## config.mk

```make
export PLATFORM = sky130hd
export DESIGN_NAME = pipe_ctrl_regs
export DESIGN_NICKNAME = d
export VERILOG_FILES = /design/src/rtl/pipe_ctrl_regs.sv
export SDC_FILE = /design/constraint.sdc
export NUM_CORES = 1
export LEC_CHECK = 0
export ABC_AREA = 1
export CAP_MARGIN = 30
export CORE_MARGIN = 1.5
export CORE_UTILIZATION = 47
export CTS_BUF_LIST = sky130_fd_sc_hd__clkbuf_4 sky130_fd_sc_hd__clkbuf_8 sky130_fd_sc_hd__clkbuf_16
export DETAILED_ROUTE_END_ITERATION = 10
export PLACE_DENSITY = 0.84
export SKIP_LAST_GASP = 1
export SYNTH_ARGS = -nofsm -noshare
export SYNTH_HDL_FRONTEND = slang
export SYNTH_SLANG_ARGS = --single-unit
```

## constraint.sdc

```tcl
create_clock -name clk -period 2.85 [get_ports clk]
set_input_delay 0.7125 -clock clk [delete_from_list [all_inputs] [get_ports clk]]
set_output_delay 0.7125 -clock clk [all_outputs]
set_load 0.005 [all_outputs]
```

## src/rtl/pipe_ctrl_regs.sv

```systemverilog
// +--------------------------------------------------------------------------+
// | pipe_ctrl_regs : control-side D->E->M->W register chain with mul/div     |
// | hold in E, branch clear of D and a retired-instruction counter.          |
// | Revision: 1.0                                                            |
// +--------------------------------------------------------------------------+
`default_nettype none

module pipe_ctrl_regs #(
   parameter int MD_CYCLES = 4,
   parameter int RETIRE_W  = 16
) (
   input  logic                clk,
   input  logic                reset,
   input  logic [4:0]          RsD_i,
   input  logic [4:0]          RtD_i,
   input  logic [4:0]          WriteRegD_i,
   input  logic                RegWriteD_i,
   input  logic                MemtoRegD_i,
   input  logic                MulDivD_i,
   input  logic                StallF_i,
   input  logic                StallD_i,
   input  logic                FlushE_i,
   input  logic                PCSrcD_i,
   output logic [4:0]          RsE_o,
   output logic [4:0]          RtE_o,
   output logic [4:0]          WriteRegE_o,
   output logic                RegWriteE_o,
   output logic                MemtoRegE_o,
   output logic [4:0]          WriteRegM_o,
   output logic                RegWriteM_o,
   output logic                MemtoRegM_o,
   output logic [4:0]          WriteRegW_o,
   output logic                RegWriteW_o,
   output logic                EnF_o,
   output logic                EnD_o,
   output logic                ClrD_o,
   output logic                MdStall_o,
   output logic [RETIRE_W-1:0] RetireCount_o
);

   localparam int CNT_W = (MD_CYCLES > 1) ? $clog2(MD_CYCLES) : 1;
   localparam logic [CNT_W-1:0] MD_LOAD = CNT_W'(MD_CYCLES - 1);

   logic [4:0]          RsE_q, RsE_d, RtE_q, RtE_d, WriteRegE_q, WriteRegE_d;
   logic                RegWriteE_q, RegWriteE_d, MemtoRegE_q, MemtoRegE_d;
   logic                ValidE_q, ValidE_d;
   logic [4:0]          WriteRegM_q, WriteRegM_d;
   logic                RegWriteM_q, RegWriteM_d, MemtoRegM_q, MemtoRegM_d;
   logic                ValidM_q, ValidM_d;
   logic [4:0]          WriteRegW_q, WriteRegW_d;
   logic                RegWriteW_q, RegWriteW_d, ValidW_q, ValidW_d;
   logic [CNT_W-1:0]    md_cnt_q, md_cnt_d;
   logic [RETIRE_W-1:0] RetireCount_q, RetireCount_d;
   logic                md_stall;

   assign md_stall = (md_cnt_q != '0);

   always_comb begin
      RsE_d       = RsE_q;
      RtE_d       = RtE_q;
      WriteRegE_d = WriteRegE_q;
      RegWriteE_d = RegWriteE_q;
      MemtoRegE_d = MemtoRegE_q;
      ValidE_d    = ValidE_q;
      md_cnt_d    = md_cnt_q;
      // A running mul/div owns E: it outranks the hazard unit's flush.
      if (md_stall) begin
         md_cnt_d = md_cnt_q - CNT_W'(1);
      end else if (FlushE_i) begin
         RsE_d       = '0;
         RtE_d       = '0;
         WriteRegE_d = '0;
         RegWriteE_d = 1'b0;
         MemtoRegE_d = 1'b0;
         ValidE_d    = 1'b0;
      end else begin
         RsE_d       = RsD_i;
         RtE_d       = RtD_i;
         WriteRegE_d = WriteRegD_i;
         RegWriteE_d = RegWriteD_i;
         MemtoRegE_d = MemtoRegD_i;
         ValidE_d    = 1'b1;
         if (MulDivD_i) md_cnt_d = MD_LOAD;
      end

      WriteRegM_d = md_stall ? 5'd0 : WriteRegE_q;
      RegWriteM_d = md_stall ? 1'b0 : RegWriteE_q;
      MemtoRegM_d = md_stall ? 1'b0 : MemtoRegE_q;
      ValidM_d    = md_stall ? 1'b0 : ValidE_q;

      WriteRegW_d = WriteRegM_q;
      RegWriteW_d = RegWriteM_q;
      ValidW_d    = ValidM_q;

      RetireCount_d = ValidW_q ? RetireCount_q + RETIRE_W'(1) : RetireCount_q;
   end

   always_ff @(posedge clk) begin
      if (reset) begin
         RsE_q         <= '0;
         RtE_q         <= '0;
         WriteRegE_q   <= '0;
         RegWriteE_q   <= 1'b0;
         MemtoRegE_q   <= 1'b0;
         ValidE_q      <= 1'b0;
         WriteRegM_q   <= '0;
         RegWriteM_q   <= 1'b0;
         MemtoRegM_q   <= 1'b0;
         ValidM_q      <= 1'b0;
         WriteRegW_q   <= '0;
         RegWriteW_q   <= 1'b0;
         ValidW_q      <= 1'b0;
         md_cnt_q      <= '0;
         RetireCount_q <= '0;
      end else begin
         RsE_q         <= RsE_d;
         RtE_q         <= RtE_d;
         WriteRegE_q   <= WriteRegE_d;
         RegWriteE_q   <= RegWriteE_d;
         MemtoRegE_q   <= MemtoRegE_d;
         ValidE_q      <= ValidE_d;
         WriteRegM_q   <= WriteRegM_d;
         RegWriteM_q   <= RegWriteM_d;
         MemtoRegM_q   <= MemtoRegM_d;
         ValidM_q      <= ValidM_d;
         WriteRegW_q   <= WriteRegW_d;
         RegWriteW_q   <= RegWriteW_d;
         ValidW_q      <= ValidW_d;
         md_cnt_q      <= md_cnt_d;
         RetireCount_q <= RetireCount_d;
      end
   end

   assign RsE_o         = RsE_q;
   assign RtE_o         = RtE_q;
   assign WriteRegE_o   = WriteRegE_q;
   assign RegWriteE_o   = RegWriteE_q;
   assign MemtoRegE_o   = MemtoRegE_q;
   assign WriteRegM_o   = WriteRegM_q;
   assign RegWriteM_o   = RegWriteM_q;
   assign MemtoRegM_o   = MemtoRegM_q;
   assign WriteRegW_o   = WriteRegW_q;
   assign RegWriteW_o   = RegWriteW_q;
   assign RetireCount_o = RetireCount_q;
   assign MdStall_o     = md_stall;
   assign EnF_o         = ~(StallF_i | md_stall);
   assign EnD_o         = ~(StallD_i | md_stall);
   assign ClrD_o        = PCSrcD_i & EnD_o;

endmodule

`default_nettype wire
```

# Yosys cells after proc, flatten, opt, wreduce, memory -nomap -nowiden
# Index checks and enable logic that the tools add are counted.
[totals]
ff_bits = 51
inputBits = 24
word_cells = 36
[classes]
n_addsub = 2
n_eq_ne = 1
mux = 9
n_bitwise = 5
reduce_logical = 4
[op_table]
columns = ["op", "count"]
rows = [
  ["16-bit by 1-bit adder with 16-bit output (second input constant)", 1],
  ["5-bit 2-to-1 mux", 3],
  ["2-bit 2-to-1 mux", 3],
  ["2-bit nonzero test", 2],
  ["1-bit 2-to-1 mux", 3],
  ["2-bit by 1-bit inequality test with 1-bit output (second input constant)", 1],
  ["1-bit inverter", 2],
  ["1-bit OR", 2],
  ["2-bit AND reduction", 1],
  ["2-bit OR reduction", 1],
  ["2-bit by 1-bit subtractor with 2-bit output (second input constant)", 1],
  ["1-bit bitwise AND", 1],
]

# Depth between registers and ports, before layout
# Gate-level depths: netlist of run 1.
[depth]
word_depth = 4
ltp_mapped = 8

# Worst setup path before layout of run 1
# No wires, ideal clock.
[synth_timing]
path_type = "flip-flop to output port"
start = "register md_cnt_q[0]"
end = "output ClrD_o"
t_arrival_ns = 0.964
required_time_ns = 2.138
path_slack_ns = 1.173
path_stages_with_launch = 6
n_path_buf = 1
cell_sequence = "dfxtp_1 > inv_1 > ha_1 > inv_1 > buf_2 > nor3b_1"
[synth_via]
elab_chain_cells = 4
[synth_rtl]
columns = ["element", "line", "text"]
rows = [
  ["from (decl)", "52", "logic [CNT_W-1:0] md_cnt_q, md_cnt_d;"],
  ["from (signal assigned)", "129", "md_cnt_q <= md_cnt_d;"],
  ["2-bit nonzero test", "56", "assign md_stall = (md_cnt_q != '0);"],
  ["net MdStall_o", "37", "output logic MdStall_o,"],
  ["1-bit OR", "147", "assign EnD_o = ~(StallD_i | md_stall);"],
  ["1-bit inverter", "147", ""],
  ["1-bit bitwise AND", "148", "assign ClrD_o = PCSrcD_i & EnD_o;"],
  ["to (decl)", "36", "output logic ClrD_o,"],
]
# The timed path passes the listed nets, and every way through them passes these cells.

# Final worst setup path of run 1
[layout_timing]
start = "input StallD_i"
end = "output ClrD_o"
[layout_via]
elab_chain_cells = 3
[layout_rtl]
columns = ["element", "line", "text"]
rows = [
  ["from (decl)", "21", "input logic StallD_i,"],
  ["1-bit OR", "147", ""],
  ["1-bit inverter", "147", ""],
  ["1-bit bitwise AND", "148", ""],
]
# Every way passes these cells.

==> metrics, run 1 <==
status finished, final reports clean; RSZ-0062 raised after global routing false; CTS tree yes; Simple-Gate Fraction of Synth Area 0.290; Yosys cell types 25; Fmax 390 MHz; Ys Warns 0; combinational family with the most area after synthesis simple AND/OR/NAND/NOR gates; Max Root-Sink Buffers 2; fin crit period 2.57 ns; top area cells in the synthesized netlist dfxtp_1 (50%), nand2_1 (8.8%), inv_1 (7.0%); Die ar. 4740 um2; net load switching power 0.000501 W; adder-cell area share of the yosys netlist 0.0123; Worst R2R Setup Slack 1.52 ns; area of the core 4090 um2; Starting Density 0.499; Post-Syn Area per Cell 7.55 um2; cts bufs inserted 5; Final Max Tran Viols 0; kind of critical path in -> out; total track usage 0.207; Iter 0 DRT Violations 92; multiplexer share of the synthesized area 0; sw frac 0.302; Critical Path RT 2.14 ns; Post-route DRC 0; HPWL Detailed 3260 um; Synth Net Count 296; post-synthesis compound-gate area fraction 0.0921; # clock sinks 51; Filler Cell Count 346; cell area after synthesis 2040 um2; CTS resizes 0; Hold WC Path Type reg -> reg; vias in the first global route 1,742; via count 1,898; Pint 0.00116 W; Layout area overhead 42.6%; busiest grt layer met2; H-tree Lvls 2; critical-path cell list clkdlybuf4s50_1 -> nor3b_1 -> clkdlybuf4s50_1; Slowest cell on crit path clkdlybuf4s50_1; Top-Level Pins 74; synthesized instance count 270; pre-CTS setup slack 0.288 ns; Row Count 23; DRT Pass-1 Iters 4; clk_lat worst skew 0.30 ns; final WL 4590 um; clock root buffer clkbuf_8; first-pass GRT wire length 7310 um; worst-margin pin slew 0.473 ns; Final period util 0.900; Slew Limit Headroom 0.684; Max IR drop VDD 0.394 mV; Setup violations, final 0; gpl congestion 0.858; largest delay contributor family on the critical path buffers and inverters; PortBufs 73; total grt overflow 0; Leakage 1.07 nW; Worst EP arrival 1.85 ns; Via density 4.81; Chip Width 68.9 um; post-CTS setup buffers 0; hold buffer count at CTS 0; met3 Usage GRT 0.0779; PwrDens 571 nW/um2; WP buf/inv 2; initial antenna violation count 0; Comb power frac 0.257; met2 Use GR 0.370; Antenna Cells 0; CP startpoint kind input pin; largest net degree at the start of global routing 29; sequential fraction of the synthesis area 0.501; Die H 68.9 um; share of cells above drive strength 1 0.0754; Clk pwr share 0.254; Tot Pwr 0.00166 W; Setup Total Neg Slack 0 ns; fin nets 370; wire per inst 11.6 um; post-synth top area share 0.501; skew final 0.00797 ns; CP Max Fanout 2; max incr delay on CP 0.52 ns; max_cap viols 0; M1 GR Usage 0.232; sequential share of power 0.489; Synth area leader dfxtp_1; Critical Path Most Common Cell clkdlybuf4s50_1; Worst Slack Setup Final 0.284 ns; Clock transition at path regs 0.10 ns; post-route ant nets 0; crit end category primary output; Final Hold Fails 0; Synth Area in XOR/XNOR 0.00430; Seq cells post-synth 51
[cell families (layout without fill, tap and decap cells)]
kind of cell,after synthesis,count (layout)
compound gates,37,37
xor+xnor,1,1
fa+ha+maj,2,2
buf+inv,51,126
flops,51,51
simple gates,128,128
[tightest hold or removal path, stage by stage, from the launching register on]
cell and delay (ns):
dfxtp_1 0.31, inv_1 0.04, nor2_1 0.03
[cell usage after synthesis]
library cell and instances:
buf_4 1, nand2_1 48, nand4_1 3, nor3_1 3, o21ai_0 7, clkinv_2 1
xor2_1 1, nor3b_1 1, buf_2 6, dfxtp_1 51, buf_1 1, inv_1 38
nor2_2 1, clkbuf_1 2, a21oi_1 28, nor2_4 5, nand3_2 2, clkinv_1 1
nor2_1 34, nand2_2 4, ha_1 2, o21ai_1 1, inv_2 1, nand3_1 27
o21bai_1 1
[cell type report]
| class | instances | area (um2) | share of cell area |
|---|---|---|---|
| Clock buffer | 5 | 68.8 | 0.0237 |
| Tap cell | 50 | 62.6 | 0.0215 |
| Inverter | 41 | 155 | 0.0534 |
| Sequential cell | 51 | 1020 | 0.351 |
| Timing Repair Buffer | 77 | 761 | 0.262 |
| Multi-Input combinational cell | 168 | 813 | 0.280 |
| Clock inverter | 3 | 25.0 | 0.00861 |
[path summary, 6_finish.rpt]
check / startpoint / endpoint / cells past startpoint
setup / recovery: StallD_i / ClrD_o / 3
hold / removal: ValidM_q$_SDFF_PP0_ / ValidW_q$_SDFF_PP0_ / 2
setup reg to reg: md_cnt_q[0]$_SDFFE_PP0P_ / md_cnt_q[0]$_SDFFE_PP0P_ / 7
hold reg to reg: ValidM_q$_SDFF_PP0_ / ValidW_q$_SDFF_PP0_ / 2
[power by group through the flow]
stage	clock network (W)	logic [W]	registers [W]
5_1_grt	0.000467	0.000471	0.000819
6_report	0.000422	0.000427	0.000812
3_3_place_gp	0	0.000422	0.000826
4_1_cts	0.000435	0.000430	0.000812
3_5_place_dp	0	0.000425	0.000828
2_1_floorplan	0	0.000215	0.000825
[registers in the layout (all words and copies together), names as in the netlist]
| register | flops |
|---|---|
| MemtoRegE_o | 1 |
| MemtoRegM_o | 1 |
| RegWriteE_o | 1 |
| RegWriteM_o | 1 |
| RegWriteW_o | 1 |
| RetireCount_o | 16 |
| RsE_o | 5 |
| RtE_o | 5 |
| ValidE_q | 1 |
| ValidM_q | 1 |
| ValidW_q | 1 |
| WriteRegE_o | 5 |
| WriteRegM_o | 5 |
| WriteRegW_o | 5 |
| md_cnt_q | 2 |
[placed cells by master, fill, tap and decap left out, drive strengths merged]
cell type	Yosys	final
nor2	40	40
xor2	1	1
nand2	52	52
clkbuf	2	5
nand3	29	29
clkinv	2	4
nor3b	1	1
o21bai	1	1
buf	8	4
clkinvlp	0	1
nor3	3	3
a21oi	28	28
dfxtp	51	51
inv	39	39
o21ai	8	8
ha	2	2
clkdlybuf4s50	0	73
nand4	3	3
[per-stage QoR]
stage	utilization	instances	instance area, um2	hold slack, ns
2_1_floorplan	-	270	2040	0.388
3_5_place_dp	0.688	387	2810	0.398
3_3_place_gp	0.688	387	2810	0.398
6_report	0.711	395	2910	0.416
5_1_grt	0.711	395	2910	0.436
4_1_cts	0.711	395	2910	0.414
[metal layers]
metal | routed length [um] | part of all wire
met5 | 0 | 0
met4 | 23 | 0.0050
met3 | 286 | 0.062
met2 | 2300 | 0.50
met1 | 1980 | 0.43
(Power assumes the default switching activity.)
==> run 2: changes to the inputs <==
- PLACE_DENSITY: 0.84 -> 0.94
==> metrics, run 2 (same netlist as run 1, synthesis figures left out) <==
hold buffer count at CTS 0 (unchanged); gpl congestion 0.871 (was 0.858); commonest non-fill, non-tap cell in the layout clkdlybuf4s50_1 (unchanged); wire per inst 12.3 um (was 11.6 um); CP Max Fanout 2 (unchanged); CTS resizes 0 (unchanged); Worst Hold Path Cells 2 (unchanged); H-tree Lvls 2 (unchanged); Leakage 1.07 nW (unchanged); final WL 4860 um (was 4590 um); Antenna Cells 0 (unchanged); clock root buffer clkbuf_8 (unchanged); DRT Pass-1 Iters 4 (unchanged); Iter 0 DRT Violations 113 (was 92); crit end category primary output (unchanged); first-pass GRT wire length 7730 um (was 7310 um); total grt overflow 0 (unchanged); most frequent cells in the layout clkdlybuf4s50_1 (73), dfxtp_1 (51), nand2_1 (48) (unchanged); HPWL Detailed 3560 um (was 3260 um); Worst path depth 3 (unchanged); Die ar. 4740 um2 (unchanged); Worst EP arrival 2.03 ns (was 1.85 ns); Slew Limit Headroom 0.688 (was 0.684); kind of critical path in -> out (unchanged); skew final 0.00660 ns (was 0.00797 ns); initial antenna violation count 0 (unchanged); PwrDens 573 nW/um2 (was 571 nW/um2); via count 1,926 (was 1,898); Setup violations, final 0 (unchanged); max incr delay on CP 0.56 ns (was 0.52 ns); # clock sinks 51 (unchanged); post-CTS setup buffers 0 (unchanged); Final Max Tran Viols 0 (unchanged); Final Hold Fails 0 (unchanged); Max Root-Sink Buffers 2 (unchanged); clk_lat worst skew 0.30 ns (about the same); Final period util 0.962 (was 0.900); Critical Path Most Common Cell clkdlybuf4s50_1 (unchanged); Via density 4.88 (was 4.81); Layout area overhead 42.6% (unchanged); Critical Path RT 2.14 ns (about the same); vias in the first global route 1,811 (was 1,742); largest delay contributor family on the critical path buffers and inverters (unchanged); status finished, final reports clean (unchanged); Slowest cell on crit path clkdlybuf4s50_1 (unchanged); CP startpoint kind input pin (unchanged); RSZ-0062 raised after global routing false (unchanged); Row Count 23 (unchanged); area of the core 4090 um2 (unchanged); Clock transition at path regs 0.09 ns (was 0.10 ns); Die H 68.9 um (unchanged); number of flip-flops in the largest register 16 (unchanged); Hold WC Path Type reg -> reg (unchanged); Reg2Reg Depth 8 (was 7); cts bufs inserted 5 (unchanged); WP buf/inv 2 (unchanged); total track usage 0.215 (was 0.207); Post-route DRC 0 (unchanged); max_cap viols 0 (unchanged); critical-path cell list clkdlybuf4s50_1 -> nor3b_1 -> clkdlybuf4s50_1 (unchanged); Setup Total Neg Slack 0 ns (unchanged); Chip Width 68.9 um (unchanged); Top-Level Pins 74 (unchanged); Filler Cell Count 314 (was 346); post-route ant nets 0 (unchanged); largest net degree at the start of global routing 29 (unchanged); Fmax 365 MHz (was 390 MHz); Worst Hold Slack 0.417 ns (was 0.416 ns); CTS tree yes (unchanged); worst-margin pin slew 0.467 ns (was 0.473 ns); Starting Density 0.499 (unchanged); share of cells above drive strength 1 0.0754 (unchanged); fin crit period 2.74 ns (was 2.57 ns); Max IR drop VDD 0.573 mV (was 0.394 mV); fin nets 370 (unchanged); PortBufs 73 (unchanged)
## run 2: cell counts in the layout (fill, tap and decap cells not counted)
No cell type changed its count.
## run 2: routing by layer
metal	GRT usage	share of wire	vias up
met4	0.0833	0.016	0
met2	0.383	0.53	48
met5	0	0	-
li1	-	-	996
met1	0.250	0.41	873
met3	0.0455	0.040	9
## run 2: tightest hold or removal path, cell delays in order (launching register included)
cell and delay [ns]:
dfxtp_1 0.31, inv_1 0.04, nor2_1 0.04
## run 2: layout make-up
cell class | count | area [um2] | share of cell area
sequential | 51 | 1020 | 0.351
multi-input combinational | 168 | 813 | 0.280
timing repair buffer | 77 | 761 | 0.262
inverter | 41 | 155 | 0.0534
clock buffer | 5 | 68.8 | 0.0237
tap | 50 | 62.6 | 0.0215
clock inverter | 3 | 25.0 | 0.00861
## run 2: metrics by stage
stage,util,std cells,total power [W],area [um2],worst slack [ns]
6_report,0.711,395,0.00167,2910,0.108
5_1_grt,0.711,395,0.00175,2910,0.0293
4_1_cts,0.711,395,0.00167,2910,0.109
3_5_place_dp,0.688,387,0.00126,2810,0.167
3_3_place_gp,0.688,387,0.00124,2810,0.268
2_1_floorplan,-,270,0.00104,2040,1.17
## run 2: final timing paths
kind	start	endpoint	slack, ns
worst max-delay path	StallD_i	ClrD_o	0.11
worst min-delay path	ValidM_q$_SDFF_PP0_	ValidW_q$_SDFF_PP0_	0.42
worst max register to register	ValidW_q$_SDFF_PP0_	RetireCount_o[13]$_SDFFE_PP0P_	1.51
worst min register to register	ValidM_q$_SDFF_PP0_	ValidW_q$_SDFF_PP0_	0.42
## run 2: report_power, final
group          leakage (nW)  internal (W)  switching, W
clock                0.0443      0.000176      0.000248
combinational         0.613      0.000210      0.000219
sequential            0.414      0.000774     0.0000402
